File: src/rtl/vga_frame_monitor.sv
// VGA output monitor: locks onto vs, checks line and frame periods and CRC-16s the
// sampled {r,g,b} stream, reporting one result set per frame for N_FRAMES frames.
module vga_frame_monitor #(
  parameter int COLOR_W  = 4,
  parameter int H_TOTAL  = 1344,
  parameter int V_TOTAL  = 806,
  parameter bit SYNC_POL = 1'b1,
  parameter int N_FRAMES = 2
) (
  input  logic               clk,
  input  logic               rst,
  input  logic               enable,
  input  logic               hs,
  input  logic               vs,
  input  logic [COLOR_W-1:0] r,
  input  logic [COLOR_W-1:0] g,
  input  logic [COLOR_W-1:0] b,
  output logic               frame_valid,
  output logic [15:0]        frame_crc,
  output logic               frame_h_ok,
  output logic               frame_v_ok,
  output logic [11:0]        line_count,
  output logic [7:0]         frame_count,
  output logic               done,
  output logic               error
);

  localparam int DW = 3 * COLOR_W;
  localparam int SW = $clog2(H_TOTAL * V_TOTAL) + 2;
  localparam int PW = $clog2(H_TOTAL) + 2;
  localparam logic [SW-1:0] FRAME_SAMPLES = SW'(H_TOTAL * V_TOTAL);
  localparam logic [PW-1:0] LINE_CLKS     = PW'(H_TOTAL);
  localparam logic [11:0]   FRAME_LINES   = 12'(V_TOTAL);
  localparam logic [8:0]    LAST_FRAME    = 9'(N_FRAMES);

  typedef enum logic [1:0] {
    IDLE    = 2'd0,
    SYNC    = 2'd1,
    CAPTURE = 2'd2,
    DONE    = 2'd3
  } state_t;

  // CRC-16-CCITT (poly 0x1021), one DW-bit word per call, MSB first
  function automatic logic [15:0] crc16_step(input logic [15:0] crc_in, input logic [DW-1:0] data);
    logic [15:0] c;
    c = crc_in;
    for (int i = DW - 1; i >= 0; i--) begin
      if (c[15] ^ data[i]) c = {c[14:0], 1'b0} ^ 16'h1021;
      else                 c = {c[14:0], 1'b0};
    end
    return c;
  endfunction

  state_t         state_r, state_next_s;
  logic           hs_q_r, vs_q_r;
  logic           hs_edge_s, vs_edge_s;
  logic [DW-1:0]  rgb_s;
  logic [15:0]    crc_r;
  logic [SW-1:0]  sample_cnt_r;
  logic [11:0]    line_cnt_r, line_total_s;
  logic [PW-1:0]  pix_cnt_r;
  logic           seen_hs_r, h_ok_r;
  logic           h_bad_s, h_fin_s, v_ok_s;
  logic           clear_s, close_s, last_frame_s;

  assign rgb_s        = {r, g, b};
  assign hs_edge_s    = (hs == SYNC_POL) && (hs_q_r != SYNC_POL);
  assign vs_edge_s    = (vs == SYNC_POL) && (vs_q_r != SYNC_POL);
  assign clear_s      = !enable || (state_r == IDLE);
  assign close_s      = enable && (state_r == CAPTURE) && vs_edge_s;
  assign last_frame_s = ({1'b0, frame_count} + 9'd1) == LAST_FRAME;
  // an hs edge coinciding with the closing vs edge still belongs to the closing frame
  assign h_bad_s      = hs_edge_s && seen_hs_r && (pix_cnt_r != LINE_CLKS);
  assign line_total_s = (hs_edge_s && (line_cnt_r != 12'hFFF)) ? line_cnt_r + 12'd1 : line_cnt_r;
  assign h_fin_s      = h_ok_r && !h_bad_s;
  assign v_ok_s       = (line_total_s == FRAME_LINES) && (sample_cnt_r == FRAME_SAMPLES);

  // state register
  always_ff @(posedge clk) begin
    if (rst) state_r <= IDLE;
    else     state_r <= state_next_s;
  end

  // next-state logic; dropping enable aborts from any state
  always_comb begin
    state_next_s = state_r;
    if (!enable) begin
      state_next_s = IDLE;
    end else begin
      case (state_r)
        IDLE:    state_next_s = SYNC;
        SYNC:    if (vs_edge_s) state_next_s = CAPTURE; else state_next_s = SYNC;
        CAPTURE: if (vs_edge_s && last_frame_s) state_next_s = DONE; else state_next_s = CAPTURE;
        DONE:    state_next_s = DONE;
        default: state_next_s = IDLE;
      endcase
    end
  end

  // sync history for leading-edge detection, parked at the deasserted level in reset
  always_ff @(posedge clk) begin
    if (rst) begin
      hs_q_r <= ~SYNC_POL;
      vs_q_r <= ~SYNC_POL;
    end else begin
      hs_q_r <= hs;
      vs_q_r <= vs;
    end
  end

  // clocks since the last hs edge, saturating
  always_ff @(posedge clk) begin
    if (rst || clear_s)                 pix_cnt_r <= {PW{1'b0}};
    else if (hs_edge_s)                 pix_cnt_r <= PW'(1);
    else if (pix_cnt_r != {PW{1'b1}})   pix_cnt_r <= pix_cnt_r + PW'(1);
  end

  // per-frame accumulators; a vs edge cycle is sample 0 of the frame it opens
  always_ff @(posedge clk) begin
    if (rst || clear_s) begin
      crc_r        <= 16'hFFFF;
      sample_cnt_r <= {SW{1'b0}};
      line_cnt_r   <= 12'd0;
      seen_hs_r    <= 1'b0;
      h_ok_r       <= 1'b1;
    end else if ((state_r == SYNC || state_r == CAPTURE) && vs_edge_s) begin
      crc_r        <= crc16_step(16'hFFFF, rgb_s);
      sample_cnt_r <= SW'(1);
      line_cnt_r   <= 12'd0;
      seen_hs_r    <= seen_hs_r || hs_edge_s;
      h_ok_r       <= 1'b1;
    end else if (state_r == CAPTURE) begin
      crc_r      <= crc16_step(crc_r, rgb_s);
      line_cnt_r <= line_total_s;
      if (sample_cnt_r != {SW{1'b1}}) sample_cnt_r <= sample_cnt_r + SW'(1);
      if (hs_edge_s) seen_hs_r <= 1'b1;
      if (h_bad_s)   h_ok_r    <= 1'b0;
    end
  end

  // frame results and run status
  always_ff @(posedge clk) begin
    if (rst) begin
      frame_valid <= 1'b0;
      frame_crc   <= 16'h0000;
      frame_h_ok  <= 1'b0;
      frame_v_ok  <= 1'b0;
      line_count  <= 12'd0;
      frame_count <= 8'd0;
      done        <= 1'b0;
      error       <= 1'b0;
    end else begin
      frame_valid <= close_s;
      if (clear_s) begin
        frame_count <= 8'd0;
        done        <= 1'b0;
        error       <= 1'b0;
      end else if (close_s) begin
        frame_crc   <= crc_r;
        frame_h_ok  <= h_fin_s;
        frame_v_ok  <= v_ok_s;
        line_count  <= line_total_s;
        if (frame_count != 8'hFF) frame_count <= frame_count + 8'd1;
        error       <= error || !(h_fin_s && v_ok_s);
        done        <= last_frame_s;
      end
    end
  end

endmodule
File: config.mk
export PLATFORM = sky130hd
export DESIGN_NAME = vga_frame_monitor
export DESIGN_NICKNAME = d
export VERILOG_FILES = /design/src/rtl/vga_frame_monitor.sv
export SDC_FILE = /design/constraint.sdc
export NUM_CORES = 1
export LEC_CHECK = 0
export ABC_AREA = 1
export BUFFER_PORTS_ARGS = -buffer_cell sky130_fd_sc_hd__buf_2
export CORE_MARGIN = 1.5
export CORE_UTILIZATION = 54
export CTS_CLUSTER_DIAMETER = 30
export DETAILED_ROUTE_END_ITERATION = 6
export PLACE_DENSITY = 0.77
export SLEW_MARGIN = 40
export SYNTH_ARGS = -nofsm -noshare
export SYNTH_HDL_FRONTEND = slang
export SYNTH_SLANG_ARGS = --single-unit
File: constraint.sdc
create_clock -name clk -period 1.95 [get_ports clk]
set_clock_uncertainty 0.1 [all_clocks]
set_input_delay 0.2925 -clock clk [delete_from_list [all_inputs] [get_ports clk]]
set_output_delay 0.2925 -clock clk [all_outputs]
set_load 0.02 [all_outputs]
; ---- After elaboration in Yosys (flattened, before gate mapping)
; Cells that the tools add are included.
; W data, S select, Z words.
[totals]
elab_cells = 213
input_bits = 17
ff_bits = 111
out_inout_bits = 41
[op_classes]
n_reduce_logical = 35
eq_ne = 11
n_bitwise = 50
addsub = 5
muxes = 93
[op_table]
columns = cell, count
row1 = $mux W16, 57
row2 = $mux W13, 24
row3 = $not A3 Y3, 23
row4 = $add A23 B1 Y23 const B, 1
row5 = $eq A23 B21 Y1 const B, 1
row6 = $ne A23 B23 Y1 const B, 1
row7 = $xor A1 B1 Y1, 23
row8 = $add A13 B1 Y13 const B, 1
row9 = $ne A13 B11 Y1 const B, 1
row10 = $ne A13 B13 Y1 const B, 1
row11 = $add A12 B1 Y12 const B, 1
row12 = $eq A12 B10 Y1 const B, 1
row13 = $logic_and A1 B1 Y1, 12
row14 = $mux W12, 1
row15 = $ne A12 B12 Y1 const B, 1
row16 = $reduce_and A2 Y1, 6
row17 = $add A8 B1 Y9 const B, 1
row18 = $eq A9 B2 Y1 const B, 1
row19 = $mux W1, 9
row20 = $add A8 B1 Y8 const B, 1
row21 = $ne A8 B8 Y1 const B, 1
row22 = $pmux W2 S4, 1
row23 = $reduce_bool A2 Y1, 4
row24 = $reduce_or A2 Y1, 4
row25 = 7 further kinds, 17

; ---- Longest topological paths before layout
; Gate-level depths: netlist of the first run.
[logic_depth]
depth_word = 59
ltp_mapped = 14
depth_no_buf = 14

; ---- Worst setup path before layout of the first run
; No wires, ideal clock.
[synth_timing]
path_kind = register to register
startpoint = register frame_count[0]
endpoint = register frame_count[2]
path_slack_ps = 62
n_path_buf = 1
arrival_ps = 1657
setup_ps = 131
synth_period_minus_slack_ps = 1888
t_required_ps = 1719
stages_incl_launch_ff = 9
cell_sequence = dfxtp_1 -> ha_1 -> nand2_1 -> nor3_1 -> and3_1 -> nor2_1 -> clkbuf_1 -> o21ai_0 -> a21oi_1
[synth_between]
elab_chain_cells = 2
word_cells_on_any_way = 3
cone_classes = add/sub: 1 / eq/ne: 1 / reduce/logical: 1
[synth_lines]
columns = element, line_no
row1 = "start, declared", 23  ; output logic [7:0] frame_count,
row2 = "start signal, assigned", 163  ; if (frame_count != 8'hFF) frame_count <= frame_count + 8'd1;
row3 = "parallel branches: the longest is 2 deep, another holds $add A8 B1 Y8", -
; Parallel ways; which one is timed is not known.
; A chain may end at the register's enable or synchronous reset.

; ---- Final worst setup path of the first run
[layout_timing]
startpoint = register state_r[0]
endpoint = register frame_crc[7]
[layout_between]
elab_chain_cells = 4
word_cells_on_any_way = 7
cone_classes = eq/ne: 1 / bitwise: 1 / reduce/logical: 5
[layout_lines]
columns = element, line_no
row1 = "start, declared", 54  ; state_t state_r, state_next_s;
row2 = "start signal, assigned", 81  ; else state_r <= state_next_s;
row3 = $eq A2 B2 Y1 or $logic_not A2 Y1 (tied branches), "70, 69"
row4 = $logic_and A1 B1 Y1 or $logic_or A1 B1 Y1 (tied branches), "70, 69"
row5 = $logic_and A1 B1 Y1 or $not A1 Y1 (tied branches), -
row6 = $reduce_and A2 Y1 (no source line) (*), -
row7 = "end signal, assigned", 159  ; frame_crc <= crc_r;
row8 = "end, declared", 19  ; output logic [15:0] frame_crc,
; Mark *: on every way between the ends. The rest lies on a longest branch, timed or not.

==> run_results.csv, run 1 <==
group,metric,value,unit
sta,hold_viol,0,
power_and_ir_drop,clock_power_share,36.1,%
synthesis,synth-compound-area-share,16.5,%
power_and_ir_drop,power.internal,3.10,mW
hold_path,min_path_type,"in2reg",
cts,htreeDepth,3,
sta,slew_headroom,64.5,%
sta,rsz0062_at_grt,"yes",
routing,wirelength,15600,um
routing,ant_nets,0,
global_routing,grt_max_degree,34,
global_routing,grt_pass1_vias,5435,
hold_path,holdPathStages,3,
sta,period_minus_slack,1.89,ns
global_routing,grt_overflow,0,
layout,final-seq-area,0.00223,sq mm
cts,clk_latency,0.40,ns
synthesis,netlist_area,0.00607,sq mm
power_and_ir_drop,p_leak,3.33,nW
sta,clock.fmax,0.528,GHz
setup_path,critPathRequiredTime,2.14,ns
synthesis,synth_cell_types,44,
global_routing,grt_pass1_wl,25200,um
routing,num_vias,6070,
synthesis,synthTopCellsByArea,"dfxtp_1 37%, nand2_1 9.5%, inv_1 7.4%, o21ai_0 6.8%, a21oi_1 5.6%",
hold_path,hold_start,"hs",
layout,multi_input_area,0.00342,sq mm
setup_path,r2r_start,"state_r[0]",
synthesis,yosysWarnings,0,
setup_path,path_max_fanout,10,
routing,drtPass1Iterations,6,
global_routing,grtUsageTotal,26.9,%
routing,wire_per_inst,13.7,um
layout,num-fill-cells,931,
sta,setup_tns,0,ns
synthesis,synth_edf_count,0,
power_and_ir_drop,power_frac_comb,9.2,%
floorplanning,die_width,109,um
setup_path,cp-end-kind,"flip-flop",
power_and_ir_drop,power_density,557,mW/mm^2
setup_path,rr_worst_depth,10,
power_and_ir_drop,ir_drop,0.000608,V
power_and_ir_drop,power_switching,1.06,mW
layout,nNetsFinal,1020,
synthesis,ys_ff_latch,111,
power_and_ir_drop,switching_share,25.5,%
place,dp_hpwl,11300,um
cts,clkSinkCount,111,
setup_path,path_cells,"inv_2 -> ha_2 -> inv_2 -> nor3_2 -> nand2_2 -> nor2_4 -> clkinvlp_4 -> buf_12 -> nor2_1 -> nor2_1",
setup_path,reg2reg_to,"frame_crc[7]",
layout,postLayoutCoreUtil,68.6,%
synthesis,synth_top_area_share,36.6,%
setup_path,reg2reg_slack,0.06,ns
floorplanning,die_area,0.0119,sq mm
sta,fin_crit_sh,97.0,%
synthesis,synth-async-reset-ratio,0,%
synthesis,synth_top_family_by_area,"simple AND/OR/NAND/NOR gates",
sta,final_max_slew_viol_count,0,
layout,final_layout_size_suffix_gt1_share,22.1,%
setup_path,crit_slowest_cell,"dfxtp_2",
layout,design_area,0.00746,sq mm
job,drv_cap,0,
setup_path,crit_arrival,2.08,ns
place,place_area,0.00692,sq mm
floorplanning,rows,38,
synthesis,yosys.cell_count.top_type,"nand2_1",
floorplanning,initial_utilization,55.7,%
place,place_congestion,0.930,
layout,diodes,0,
synthesis,netlist_instances,868,
floorplanning,die_h,109,um
run_status,status,"finished, final reports clean",
cts,cts_tree,"yes",
synthesis,ys.flop_type,"dfxtp_1",
cts,path_clk_slew,0.11,ns
sta,worst_slew_pin_slew,0.528,ns
synthesis,synth_seq_area_share,36.6,%
setup_path,critPathLaunchType,"flip-flop",
layout,synthToLayoutAreaGrowth,23.1,%
setup_path,worstSetupPathType,"reg2reg",
hold_path,whs_endpoint,"hs_q_r",
routing,drc,0,
routing,drt_iter0_markers,357,
synthesis,synth_mux_area_share,0,%
floorplanning,core,0.0109,sq mm
sta,setup_viol,0,
cts,clk_path_buf_depth,2,
setup_path,slowest_delay,0.35,ns
synthesis,syn_avg_cell_area,6.99,sq um
floorplanning,ios,58,
power_and_ir_drop,power_frac_seq,54.7,%
synthesis,synth_xor_area_share,7.61,%
sta,setup_ws,0.0576,ns
global_routing,antenna_found_initial,0,
synthesis,synth_nets,897,
synthesis,ys_top_cells_by_count,"154 x nand2_1, 120 x inv_1, 111 x dfxtp_1, 83 x o21ai_0, 82 x nor2_1",
place,place_ws,-0.0172,ns
synthesis,synthAdderAreaFrac,2.48,%
synthesis,yosys.area_share.simple,27.4,%
cts,cts_buffers,9,
place,port-buffer-count,57,
synthesis,yosysTopAreaCell,"dfxtp_1",
routing,via_per_inst,5.34,
cts,cts_root_buffer,"clkbuf_8",
-- per-layer routing --
metal	track usage [%]	wire length (um)	vias to the layer above
li1	-	-	3100
met1	35.1	7130	2776
met4	7.89	213	0
met2	45.0	7540	175
met5	0	0	-
met3	5.08	725	19
-- cells in the final DEF, fill, tap and decap left out, types with 16 or more instances in the layout --
master and n:
nand3_1 48, o211ai_1 16, nand4_1 19, nor2_1 73
nor3_1 17, nand2_1 150, inv_1 114, buf_2 57
xor2_1 27, a21oi_1 65, dfxtp_1 103, xnor2_1 22
o21ai_0 79, buf_4 70
-- final cells by class --
| type | instances | area share [%] |
|---|---|---|
| timing repair buffer | 134 | 12.7 |
| clock inverter | 5 | 0.838 |
| inverter | 125 | 6.44 |
| sequential | 111 | 29.9 |
| multi-input combinational | 610 | 45.8 |
| tap | 140 | 2.35 |
| clock buffer | 11 | 2.03 |
-- how the worst max path moves through the flow --
stage | from | endpoint | slack [ns] | depth (start not counted)
6_report | state_r[0] | frame_crc[7] | 0.06 | 10
5_1_grt | state_r[0] | frame_crc[14] | -0.06 | 10
4_1_cts | line_cnt_r[0] | error | -0.008 | 11
3_5_place_dp | line_cnt_r[0] | error | -0.02 | 12
3_3_place_gp | line_cnt_r[0] | error | 0.02 | 12
2_1_floorplan | frame_count[0] | frame_count[2] | 0.06 | 8
-- critical path: cells and delay by family, from the launching register on --
kind,cells,cell delay (ns)
and+or+nand+nor,5,0.64
DFF,1,0.35
adders and majority gates,1,0.18
buffers and inverters,4,0.49
-- stage by stage --
| step | power [mW] | hold WS [ns] | cells |
|---|---|---|---|
| 6_report | 4.16 | 0.0285 | 1136 |
| 5_1_grt | 4.30 | 0.0484 | 1136 |
| 4_1_cts | 4.17 | 0.0242 | 1122 |
| 3_5_place_dp | 2.70 | 0.352 | 1103 |
| 3_3_place_gp | 2.70 | 0.338 | 1103 |
| 2_1_floorplan | 2.57 | 0.265 | 868 |
-- what timing repair did --
| item | 4_1_cts | 5_1_grt |
|---|---|---|
| hold buffers | 0 | 0 |
| setup endpoints to repair | 7 | 61 |
| cloned | 0 | 1 |
| buffers inserted | 3 | 13 |
| pin swaps | 2 | 11 |
| gates resized for setup | 7 | 49 |
-- power groups by stage --
stage	combinational, mW	sequential, mW	clock (mW)
2_1_floorplan	0.239	2.33	0
6_report	0.383	2.28	1.50
3_5_place_dp	0.375	2.33	0
4_1_cts	0.377	2.28	1.51
5_1_grt	0.427	2.28	1.60
3_3_place_gp	0.372	2.33	0
-- registers in the layout, indices dropped and copies added, names as in the netlist --
signal / count
sample_cnt_r: 23
crc_r: 16
frame_crc: 16
pix_cnt_r: 13
line_cnt_r: 12
line_count: 12
frame_count: 8
state_r: 2
done: 1
error: 1
frame_h_ok: 1
frame_v_ok: 1
frame_valid: 1
h_ok_r: 1
hs_q_r: 1
seen_hs_r: 1
vs_q_r: 1
-- cells by family after synthesis --
family,after synthesis
buffers and inverters,147
adder cells (fa/ha/maj),12
AND/OR/NAND/NOR,365
flip-flops,111
AO/OA/AOI/OAI,182
XOR/XNOR,51
Note: power is estimated with default switching activity, not from simulation.
==> inputs of run 2 (changes only) <==
--- a/config.mk
+++ b/config.mk
@@ -6,12 +6,12 @@
 export NUM_CORES = 1
 export LEC_CHECK = 0
 export ABC_AREA = 1
-export BUFFER_PORTS_ARGS = -buffer_cell sky130_fd_sc_hd__buf_2
-export CORE_MARGIN = 1.5
-export CORE_UTILIZATION = 54
+export CORE_MARGIN = 4
+export CORE_UTILIZATION = 58
 export CTS_CLUSTER_DIAMETER = 30
 export DETAILED_ROUTE_END_ITERATION = 6
-export PLACE_DENSITY = 0.77
+export DONT_BUFFER_PORTS = 1
+export PLACE_DENSITY = 0.76
 export SLEW_MARGIN = 40
 export SYNTH_ARGS = -nofsm -noshare
 export SYNTH_HDL_FRONTEND = slang
==> run_results.csv, run 2 (synthesis gave the netlist of run 1 again) <==
group,metric,value,unit
setup_path,crit_slowest_cell,"nor4_4",
routing,num_vias,5961,
layout,mostFrequentLayoutCells,"148 x nand2_1, 113 x inv_1, 104 x dfxtp_1",
layout,final_cells,1069,
global_routing,grt_max_degree,39,
cts,clk_latency,0.38,ns
global_routing,grt_pass1_vias,5796,
sta,final_max_slew_viol_count,0,
sta,hold_viol,0,
place,placed_cells,1038,
power_and_ir_drop,power_density,608,mW/mm^2
routing,drc,0,
floorplanning,rows,37,
routing,wire_per_inst,15.2,um
sta,setup_tns,0,ns
global_routing,antenna_found_initial,0,
setup_path,critPathLaunchType,"flip-flop",
place,dp_hpwl,12000,um
layout,reg_top3,"sample_cnt_r: 23 flops, crc_r: 16 flops, frame_crc: 16 flops",
setup_path,crit_arrival,2.05,ns
layout,final_common_cell,"nand2_1",
global_routing,grtUsageTotal,27.3,%
routing,via_per_inst,5.58,
routing,drt-met1-wl,6790,um
routing,drtPass1Iterations,5,
power_and_ir_drop,p_leak,3.02,nW
setup_path,worstSetupPathType,"reg2reg",
floorplanning,die_h,110,um
sta,period_minus_slack,1.84,ns
sta,fin_crit_sh,94.6,%
floorplanning,die_area,0.0122,sq mm
routing,dr_wl_met3,940,um
setup_path,cp-end-kind,"flip-flop",
place,port-buffer-count,0,
run_status,status,"finished, final reports clean",
routing,wirelength,16200,um
routing,routed.top_layer,"met4",
hold_path,min_path_type,"in2reg",
sta,slew_headroom,67.1,%
layout,final-seq-area,0.00223,sq mm
place,place_congestion,0.929,
layout,multi_input_area,0.00349,sq mm
global_routing,grt_overflow,0,
layout,synthToLayoutAreaGrowth,18.9,%
routing,met2WireLength,7870,um
setup_path,path_common_cell,"nand2_1",
setup_path,path_max_fanout,8,
layout,diodes,0,
floorplanning,core,0.0103,sq mm
layout,nNetsFinal,957,
cts,cts_root_buffer,"clkbuf_8",
power_and_ir_drop,ir_drop,0.000410,V
routing,drt_iter0_markers,330,
sta,holdWs,0.0955,ns
cts,cts_tree,"yes",
cts,cts_buffers,9,
cts,htreeDepth,3,
layout,num-fill-cells,861,
global_routing,grt_pass1_wl,26300,um
sta,rsz0062_at_grt,"yes",
sta,clock.fmax,0.542,GHz
routing,ant_nets,0,
setup_path,slowest_delay,0.43,ns
floorplanning,ios,58,
layout,largest_register_ffs,23,
layout,final_layout_size_suffix_gt1_share,16.7,%
setup_path,critPathRequiredTime,2.16,ns
layout,regMostFlops,"sample_cnt_r",
job,drv_cap,0,
floorplanning,die_width,110,um
cts,clk_path_buf_depth,2,
cts,clkSinkCount,111,
floorplanning,initial_utilization,59.0,%
setup_path,path_cells,"nand2_1 -> nor4_4 -> a31oi_4 -> inv_4 -> buf_12 -> nand2_1 -> a21oi_1",
sta,setup_viol,0,
cts,path_clk_slew,0.09,ns
sta,worst_slew_pin_slew,0.489,ns
[run 2: cell count changes in the layout (fill, tap and decap cells not counted), sizes merged]
cell	previous run	this run
a31oi	2	3
buf	133	64
bufinv	1	4
clkbuf	12	10
clkinv	2	1
clkinvlp	3	5
dlygate4sd3	0	4
inv	124	122
nand2	162	163
[run 2: area by class of cell]
cell class | instances | area share (%)
multi-input combinational | 612 | 48.3
sequential | 111 | 30.9
timing repair buffer | 68 | 7.91
inverter | 125 | 6.73
tap | 136 | 2.36
clock inverter | 6 | 1.84
clock buffer | 10 | 1.77
timing repair inverter | 1 | 0.104
[run 2: what timing repair did]
| item | CTS | global route |
|---|---|---|
| setup buffers | 4 | 4 |
| hold buffers | 4 | 0 |
| setup endpoints to repair | 15 | 83 |
| gates cloned | 0 | 3 |
| resized for setup | 6 | 56 |
| pin swaps | 3 | 10 |
| endpoints found under the hold margin | 7 | 0 |
[run 2: layer usage]
| metal | vias up | global-route usage [%] |
|---|---|---|
| met2 | 192 | 46.4 |
| li1 | 2962 | - |
| met3 | 43 | 6.29 |
| met4 | 0 | 12.5 |
| met1 | 2764 | 32.8 |
| met5 | - | 0 |
[run 2: power by group]
| group | internal (mW) | leakage [nW] | switching, mW |
|---|---|---|---|
| logic | 0.130 | 2.00 | 0.223 |
| clock network | 0.981 | 0.126 | 0.774 |
| registers | 2.27 | 0.899 | 0.00588 |
| total | 3.38 | 3.02 | 1.00 |
[run 2: through the flow]
step                setup WS [ns]  total power, mW  util, %  instance area (sq um)
global route              -0.0257             4.54     70.2                   7210
CTS                       0.00630             4.41     67.8                   6970
global placement           0.0611             2.65     64.2                   6600
floorplan                  0.0619             2.57        -                   6070
finish                      0.106             4.39     70.2                   7210
detailed placement        -0.0886             2.66     64.2                   6600
[run 2: worst paths after layout]
check / cells past startpoint / start / slack [ns] / end
worst min register to register: 2 / sample_cnt_r[3] / 0.37 / sample_cnt_r[3]
worst min-delay path: 3 / r[1] / 0.1 / crc_r[9]
worst max-delay path: 7 / sample_cnt_r[16] / 0.11 / sample_cnt_r[18]
worst max register to register: 7 / sample_cnt_r[16] / 0.11 / sample_cnt_r[18]
[run 2: worst max-delay path: cells and delay by family (launching register included)]
kind	cells	cell delay (ns)
buffers and inverters	2	0.26
AND/OR/NAND/NOR	3	0.67
AO/OA/AOI/OAI	2	0.35
flip-flops	1	0.39
